==> src/rtl/input_ctrl_pkg.sv <==
// Shared types and default sizing for the input buffer array sequencer.
package input_ctrl_pkg;

    localparam int NUM_ROWS      = 32;
    localparam int WORDS_PER_ROW = 7;
    localparam int ELEM_W        = 16;
    localparam int AXI_W         = 32;
    localparam int ELEMS         = 2 * WORDS_PER_ROW;
    localparam int DRAIN_LEN     = ELEMS + NUM_ROWS - 1;

    typedef enum logic [1:0] {
        IDLE,
        LOAD,
        DRAIN,
        DONE
    } state_e;

    function automatic int cnt_w(input int n);
        return (n > 1) ? $clog2(n) : 1;
    endfunction

endpackage

==> src/rtl/input_array_ctrl_skew_gen.sv <==
// Diagonal read-enable generator: row i is enabled for skew steps i..i+ELEMS-1.
module skew_gen #(
    parameter int NUM_ROWS = input_ctrl_pkg::NUM_ROWS,
    parameter int ELEMS    = input_ctrl_pkg::ELEMS
) (
    input  logic                clk,
    input  logic                rst,
    input  logic                enable,
    input  logic                stall,
    output logic [NUM_ROWS-1:0] out_en,
    output logic                last
);
    import input_ctrl_pkg::*;

    localparam int DLEN = ELEMS + NUM_ROWS - 1;
    // Upper window bound i+ELEMS reaches DLEN, so size for 0..DLEN.
    localparam int CW   = cnt_w(DLEN + 1);

    logic [CW-1:0] c_q, c_d;

    always_comb begin
        last = enable & ~stall & (c_q == CW'(DLEN - 1));
        c_d  = c_q;
        if (!enable || last) begin
            c_d = '0;
        end else if (!stall) begin
            c_d = c_q + 1'b1;
        end
        out_en = '0;
        for (int i = 0; i < NUM_ROWS; i++) begin
            out_en[i] = enable & ~stall
                      & (c_q >= CW'(i))
                      & (c_q <  CW'(i + ELEMS));
        end
    end

    always_ff @(posedge clk or posedge rst) begin
        if (rst) begin
            c_q <= '0;
        end else begin
            c_q <= c_d;
        end
    end

endmodule

==> src/rtl/input_array_ctrl.sv <==
// Tile sequencer: routes AXI words to row buffers, then drains them diagonally.
module input_array_ctrl #(
    parameter int NUM_ROWS      = input_ctrl_pkg::NUM_ROWS,
    parameter int WORDS_PER_ROW = input_ctrl_pkg::WORDS_PER_ROW,
    parameter int ELEM_W        = input_ctrl_pkg::ELEM_W,
    parameter int AXI_W         = input_ctrl_pkg::AXI_W
) (
    input  logic                clk,
    input  logic                rst,
    input  logic                start,
    input  logic [AXI_W-1:0]    s_data,
    input  logic                s_valid,
    output logic                s_ready,
    output logic [AXI_W-1:0]    row_data,
    output logic [NUM_ROWS-1:0] fifo_en,
    output logic [NUM_ROWS-1:0] out_en,
    input  logic                out_stall,
    output logic                busy,
    output logic                tile_done
);
    import input_ctrl_pkg::*;

    localparam int ELEMS = (AXI_W / ELEM_W) * WORDS_PER_ROW;
    localparam int WW    = cnt_w(WORDS_PER_ROW);
    localparam int RW    = cnt_w(NUM_ROWS);

    state_e              state_q, state_d;
    logic [WW-1:0]       word_cnt_q, word_cnt_d;
    logic [RW-1:0]       row_cnt_q, row_cnt_d;
    logic [AXI_W-1:0]    row_data_q, row_data_d;
    logic [NUM_ROWS-1:0] fifo_en_q, fifo_en_d;
    logic                xfer, last_word, last_row;
    logic                drain_en, drain_last;

    assign s_ready   = (state_q == LOAD);
    assign busy      = (state_q == LOAD) | (state_q == DRAIN);
    assign tile_done = (state_q == DONE);
    assign drain_en  = (state_q == DRAIN);
    assign row_data  = row_data_q;
    assign fifo_en   = fifo_en_q;

    always_comb begin
        state_d    = state_q;
        word_cnt_d = word_cnt_q;
        row_cnt_d  = row_cnt_q;
        row_data_d = row_data_q;
        fifo_en_d  = '0;
        xfer       = s_valid & s_ready;
        last_word  = (word_cnt_q == WW'(WORDS_PER_ROW - 1));
        last_row   = (row_cnt_q == RW'(NUM_ROWS - 1));
        unique case (state_q)
            IDLE: begin
                if (start) begin
                    state_d    = LOAD;
                    word_cnt_d = '0;
                    row_cnt_d  = '0;
                end
            end
            LOAD: begin
                if (xfer) begin
                    row_data_d = s_data;
                    fifo_en_d  = NUM_ROWS'(1) << row_cnt_q;
                    if (last_word) begin
                        word_cnt_d = '0;
                        row_cnt_d  = row_cnt_q + 1'b1;
                        if (last_row) begin
                            state_d   = DRAIN;
                            row_cnt_d = '0;
                        end
                    end else begin
                        word_cnt_d = word_cnt_q + 1'b1;
                    end
                end
            end
            DRAIN: begin
                if (drain_last) state_d = DONE;
            end
            DONE: state_d = IDLE;
            default: state_d = IDLE;
        endcase
    end

    always_ff @(posedge clk or posedge rst) begin
        if (rst) begin
            state_q    <= IDLE;
            word_cnt_q <= '0;
            row_cnt_q  <= '0;
            row_data_q <= '0;
            fifo_en_q  <= '0;
        end else begin
            state_q    <= state_d;
            word_cnt_q <= word_cnt_d;
            row_cnt_q  <= row_cnt_d;
            row_data_q <= row_data_d;
            fifo_en_q  <= fifo_en_d;
        end
    end

    skew_gen #(
        .NUM_ROWS (NUM_ROWS),
        .ELEMS    (ELEMS)
    ) u_skew (
        .clk    (clk),
        .rst    (rst),
        .enable (drain_en),
        .stall  (out_stall),
        .out_en (out_en),
        .last   (drain_last)
    );

endmodule

==> config.mk <==
export PLATFORM = sky130hd
export DESIGN_NAME = input_array_ctrl
export DESIGN_NICKNAME = d
export VERILOG_FILES = /design/src/rtl/input_ctrl_pkg.sv /design/src/rtl/input_array_ctrl_skew_gen.sv /design/src/rtl/input_array_ctrl.sv
export SDC_FILE = /design/constraint.sdc
export NUM_CORES = 1
export LEC_CHECK = 0
export ABC_CLOCK_PERIOD_IN_PS = 3600
export CORE_MARGIN = 1
export CORE_UTILIZATION = 46
export CTS_CLUSTER_SIZE = 25
export DETAILED_ROUTE_END_ITERATION = 8
export PLACE_DENSITY_LB_ADDON = 0.08
export SETUP_SLACK_MARGIN = 0.5
export SLEW_MARGIN = 5
export SYNTH_ARGS = -nofsm -noshare
export SYNTH_HDL_FRONTEND = slang
export SYNTH_HIERARCHICAL = 1
export SYNTH_SLANG_ARGS = --single-unit
==> constraint.sdc <==
create_clock -name clk -period 3.6 [get_ports clk]
set_clock_uncertainty 0.15 [all_clocks]
set_input_delay 0.9 -clock clk [delete_from_list [all_inputs] [get_ports clk]]
set_output_delay 0.9 -clock clk [all_outputs]
set_load 0.01 [all_outputs]
## Word-level counts from Yosys, hierarchy flattened

Index checks and enable logic that the tools add are counted.

- $add $sub $neg: 3
- $lt $le $gt $ge: 64
- Equal/unequal tests: 12
- Shift operators: 1
- Muxes and demuxes: 19
- Bitwise gates (word level): 69
- Reduce and logical (&&, ||, !) cells: 8

Operators by type and width:

| kind | number |
|---|---|
| 6-bit by 5-bit greater-or-equal comparator with 1-bit output (second input constant) | 16 |
| 6-bit by 5-bit less-than comparator with 1-bit output (second input constant) | 16 |
| 6-bit less-than comparator (second input constant) | 14 |
| 1-bit bitwise AND | 67 |
| 32-bit two-way mux | 2 |
| 6-bit by 4-bit greater-or-equal comparator with 1-bit output (second input constant) | 8 |
| 1-bit by 5-bit << shifter with 32-bit output (first input constant) | 1 |
| 6-bit by 3-bit greater-or-equal comparator with 1-bit output (second input constant) | 4 |
| 5-bit two-way mux | 4 |
| 6-bit by 1-bit greater-or-equal comparator with 1-bit output (second input constant) | 2 |
| 6-bit by 2-bit greater-or-equal comparator with 1-bit output (second input constant) | 2 |
| 6-bit by 4-bit less-than comparator with 1-bit output (second input constant) | 2 |
| 6-bit two-way mux | 2 |
| 2-bit two-way mux | 5 |
| 5-bit one-hot mux with 2 select lines | 1 |
| 3-bit two-way mux | 3 |
| 2-bit by 1-bit inequality test with 1-bit output (second input constant) | 4 |
| 2-bit one-hot mux with 4 select lines | 1 |
| 6-bit by 1-bit adder with 6-bit output (second input constant) | 1 |
| 6-bit equality test (second input constant) | 1 |
| 3-bit one-hot mux with 2 select lines | 1 |
| 5-bit by 1-bit adder with 5-bit output (second input constant) | 1 |
| 5-bit equality test (second input constant) | 1 |
| 5-bit AND reduction | 1 |
| other kinds (14) | 16 |

- Register bits after elaboration: 80
- Bits of input ports: 37
- Output and inout bits: 99

## Longest topological paths before layout

- Word-level depth: 5
- Gate-level depth with buffers: 8

## Modules after synthesis

The synthesis kept the hierarchy.

By module, submodules not included:

| module | times used | cells each | area an instance (sq um) | sequential area each (sq um) |
|---|---|---|---|---|
| input_array_ctrl | 1 | 217 | 2905.3 | 1851.8 |
| skew_gen | 1 | 163 | 1051.0 | 150.1 |

## Worst setup path after synthesis

Ideal clock, no wire load.

- Kind: input to output
- From: input port out_stall
- To: output port out_en[1]
- Arrival: 1830 ps
- Slack: 720 ps
- Stages: 5
- Path through: inv_2 > nand2_4 > or2_1 > buf_6 > nor4_1

- Longest elaborated chain between the ends: 4

Ends and longest elaborated chain:

| what | line | source |
|---|---|---|
| from (decl) | input_array_ctrl.sv:17 | `input logic out_stall,` |
| 1-bit NOT | input_array_ctrl_skew_gen.sv:31 | `out_en[i] = enable & ~stall` |
| 1-bit bitwise AND | input_array_ctrl_skew_gen.sv:31 |  |
| 1-bit bitwise AND | input_array_ctrl_skew_gen.sv:32 | `& (c_q >= CW'(i))` |
| 1-bit bitwise AND | input_array_ctrl_skew_gen.sv:33 | `& (c_q < CW'(i + ELEMS));` |
| to (decl) | input_array_ctrl.sv:16 | `output logic [NUM_ROWS-1:0] out_en,` |

No other way between the ends.

## Final worst setup path

- From: register u_skew.c_q[1]
- To: output port out_en[1]

- Longest elaborated chain between the ends: 3
- Elaborated cells on any way between the ends: 4
- Classes of those cells: 2 x order compare; 2 x bitwise

Ends and longest elaborated chain:

| what | line | source |
|---|---|---|
| from (decl) | input_array_ctrl_skew_gen.sv:19 | `logic [CW-1:0] c_q, c_d;` |
| from (signal assigned) | input_array_ctrl_skew_gen.sv:39 | `c_q <= '0;` |
| from (signal assigned) | input_array_ctrl_skew_gen.sv:41 | `c_q <= c_d;` |
| 6-bit by 1-bit greater-or-equal comparator with 1-bit output | input_array_ctrl_skew_gen.sv:32 |  |
| 1-bit bitwise AND | input_array_ctrl_skew_gen.sv:32 |  |
| 1-bit bitwise AND (*) | input_array_ctrl_skew_gen.sv:33 |  |

Every way passes the cells marked *; elsewhere a longest branch is shown, timed or not.

==> results.toml <==
[detailed_routing]
drt_iter0_drc = 150
viasPerCell = 5.20
ant_nets = 0
met2_length_um = 4980
top_layer_used = "met4"
routed_wirelength_um = 10100
wl_met3_um = 646
drc = 0
vias = 3360
route.layer.met1.wl_um = 4310
drtPass1Iterations = 6
wl_per_cell_um = 15.6

[worst_hold_path]
holdPathStages = 1
hp-class = "reg2reg"
min_to = "row_data[7]$_DFFE_PP0P_"
timing.hold.worst.start = "row_data[7]$_DFFE_PP0P_"

[yosys]
synth_area_per_cell_um2 = 10.4
yosys.cell_types.count = 57
yosys.area.top_type = "dfrtp_1"
synth_warnings = 6
ys_top_cells_by_count = "dfrtp_1 (80), nor2_1 (65), mux2_2 (33)"
dominantRegCellSynth = "dfrtp_1"
synth_seq_area_share_pct = 50.6
synthTopCellsByArea = "dfrtp_1 (51%), mux2_2 (9.4%), nor2_1 (6.2%)"
synthArstFlopShare_pct = 100
synth-edff-count = 0
synth-seq-cells = 80
netlist_instances = 380
synth_top_area_share_pct = 50.6
syn_area_um2 = 3960
synth_most_common_cell = "dfrtp_1"
synth_nets = 435

[worst_setup_path]
rr_endpoint = "state_q[1]$_DFFE_PP0P_"
critPathMaxFanout = 4
path_cells = "inv_2, ha_2, inv_1, or3_4, nor4_4, nor4_4, clkdlybuf4s15_2"
cpMaxStageDelayCell = "or3_4"
slowest_delay_ns = 0.43
r2r-start = "u_skew/c_q[4]$_DFFE_PP0P_"
rrSetupSlack_ns = 1.28
crit_top_cell = "nor4_4"
cp.arrival_ns = 2.07
timing_worst_setup_path_type = "reg2out"
end_kind = "primary output"
crit_path_start_kind = "flip-flop"
crit_required_ns = 2.55
r2r_cells = 7

[sta]
setup_viol = 0
hold_viol = 0
layout_min_cycle_time_ns = 3.12
fmax_mhz = 321
max_slew_margin_pct = 69.1
holdWs_ns = 0.356
finalWorstSetupSlack_ns = 0.484
rsz0062_at_grt = "true"
fin_setup_tns_ns = 0
period_share_pct = 86.6
tightest_slew_ns = 0.462
slew_viol_final = 0

[global_route]
gr-total-overflow = 0
antenna_found_initial = 0
grt_max_degree = 56
grt_pass1_vias = 3184
grt_first_pass_wirelength_um = 16100
grt_util_all_layers_pct = 23.6

[pwr]
total_power_w = 0.00205
p_leak_nw = 2.55
ir_drop_uv = 336
p_per_area_nw_per_um2 = 353

[die]
coreArea_um2 = 8260
die_w_um = 94.7
pin_count = 136
initial_core_util_pct = 47.9
die_y_um = 94.7
die_area_um2 = 8980
rows = 33

[clock_network]
cts_tree = "done"
cts.sinks = 80
cts.clk_slew.worst_paths_ns = 0.08
cts_max_level = 3
clkLatencyLatePin_ns = 0.34
numCtsBuffers = 9
clock_path_buffers = 2
cts-root-buf = "clkbuf_8"

[placement]
pre_cts_ws_ns = -0.256
io_buffers = 135
post-dp-hpwl_um = 7300
place_congestion = 0.866

[layout]
layout.nets = 592
drive_above_1_share_pct = 27.4
area_growth_pct = 46.6
diodes = 0

[job]
maxCapViolations = 0

[outcome]
run_status = "finished clean"
[state kept, by name, indices dropped and copies added, names as in the netlist]
name / flops
fifo_en: 32
row_data: 32
u_skew/c_q: 6
row_cnt_q: 5
word_cnt_q: 3
state_q: 2
[repair_timing]
item | 4_1_cts | 5_1_grt
gates cloned | 1 | 0
setup buffers | 11 | 3
endpoints found under the setup margin | 32 | 20
pin swaps | 5 | 6
resized for setup | 100 | 19
hold buffers | 0 | 0
[report_power, final]
group / leakage, nW / total [W] / switching (W) / internal [W]
clock: 0.0785 / 0.000557 / 0.000310 / 0.000247
sequential: 1.02 / 0.00106 / 0.0000801 / 0.000983
combinational: 1.45 / 0.000430 / 0.000198 / 0.000232
[metrics by stage]
step                utilization [%]  area, um2  std cells
floorplan                         -       3960        380
global placement               66.2       5470        616
detailed placement             66.2       5470        616
CTS                            69.6       5740        643
global route                   70.2       5800        646
finish                         70.2       5800        646
[worst max-delay path: cells and delay by family, from the launching register on]
family        cells  cell delay [ns]
fa+ha+maj         1             0.19
buf+inv           3             0.41
flops             1             0.42
simple gates      3             0.72
[cell usage in the layout (no fill, tap or decap), types with 4 or more instances in the layout]
master,n
dfrtp_1,77
a21oi_1,11
clkbuf_2,5
nor2_1,63
nor3_1,7
clkbuf_8,9
nor3_2,6
a31oi_1,4
nor2b_1,5
clkdlybuf4s15_2,4
inv_2,5
nand3_1,5
ha_1,14
dlygate4sd2_1,14
clkdlybuf4s50_1,102
buf_2,10
buf_4,31
a22oi_1,4
o21ai_0,12
inv_1,13
mux2_2,33
nand2_1,29
[final cells by class]
| cell class | count | area (um2) |
|---|---|---|
| clock buffers | 10 | 128 |
| repair buffers | 168 | 1530 |
| well taps | 105 | 131 |
| fillers | 647 | 2460 |
| multi-input cells | 260 | 1910 |
| inverters | 18 | 67.6 |
| flip-flops and latches | 80 | 2010 |
| clock inverters | 5 | 33.8 |
[metal layers]
layer	GRT usage, %	vias up
li1	-	1613
met1	30.9	1616
met2	38.9	118
met3	4.03	13
met4	9.09	0
met5	0	-
[worst max path at each step]
stage / depth (start not counted) / slack [ns] / startpoint / end
finish: 7 / 0.48 / u_skew/c_q[1]$_DFFE_PP0P_ / out_en[1]
global route: 7 / 0.41 / u_skew/c_q[1]$_DFFE_PP0P_ / out_en[1]
CTS: 6 / 0.50 / out_stall / out_en[1]
detailed placement: 7 / -0.26 / out_stall / out_en[2]
global placement: 7 / -0.19 / out_stall / out_en[0]
floorplan: 1 / 0.67 / rst / fifo_en[0]$_DFF_PP0_
[kinds of logic after synthesis]
logic type	Yosys count	synth area share (%)
DFF	80	50.6
and+or+nand+nor	148	18.3
AOI/OAI and AO/OA	56	10.0
adders and majority gates	18	5.69
muxes	37	10.5
buffers and inverters	41	4.87
No activity file was read; power rests on OpenSTA's default activity.
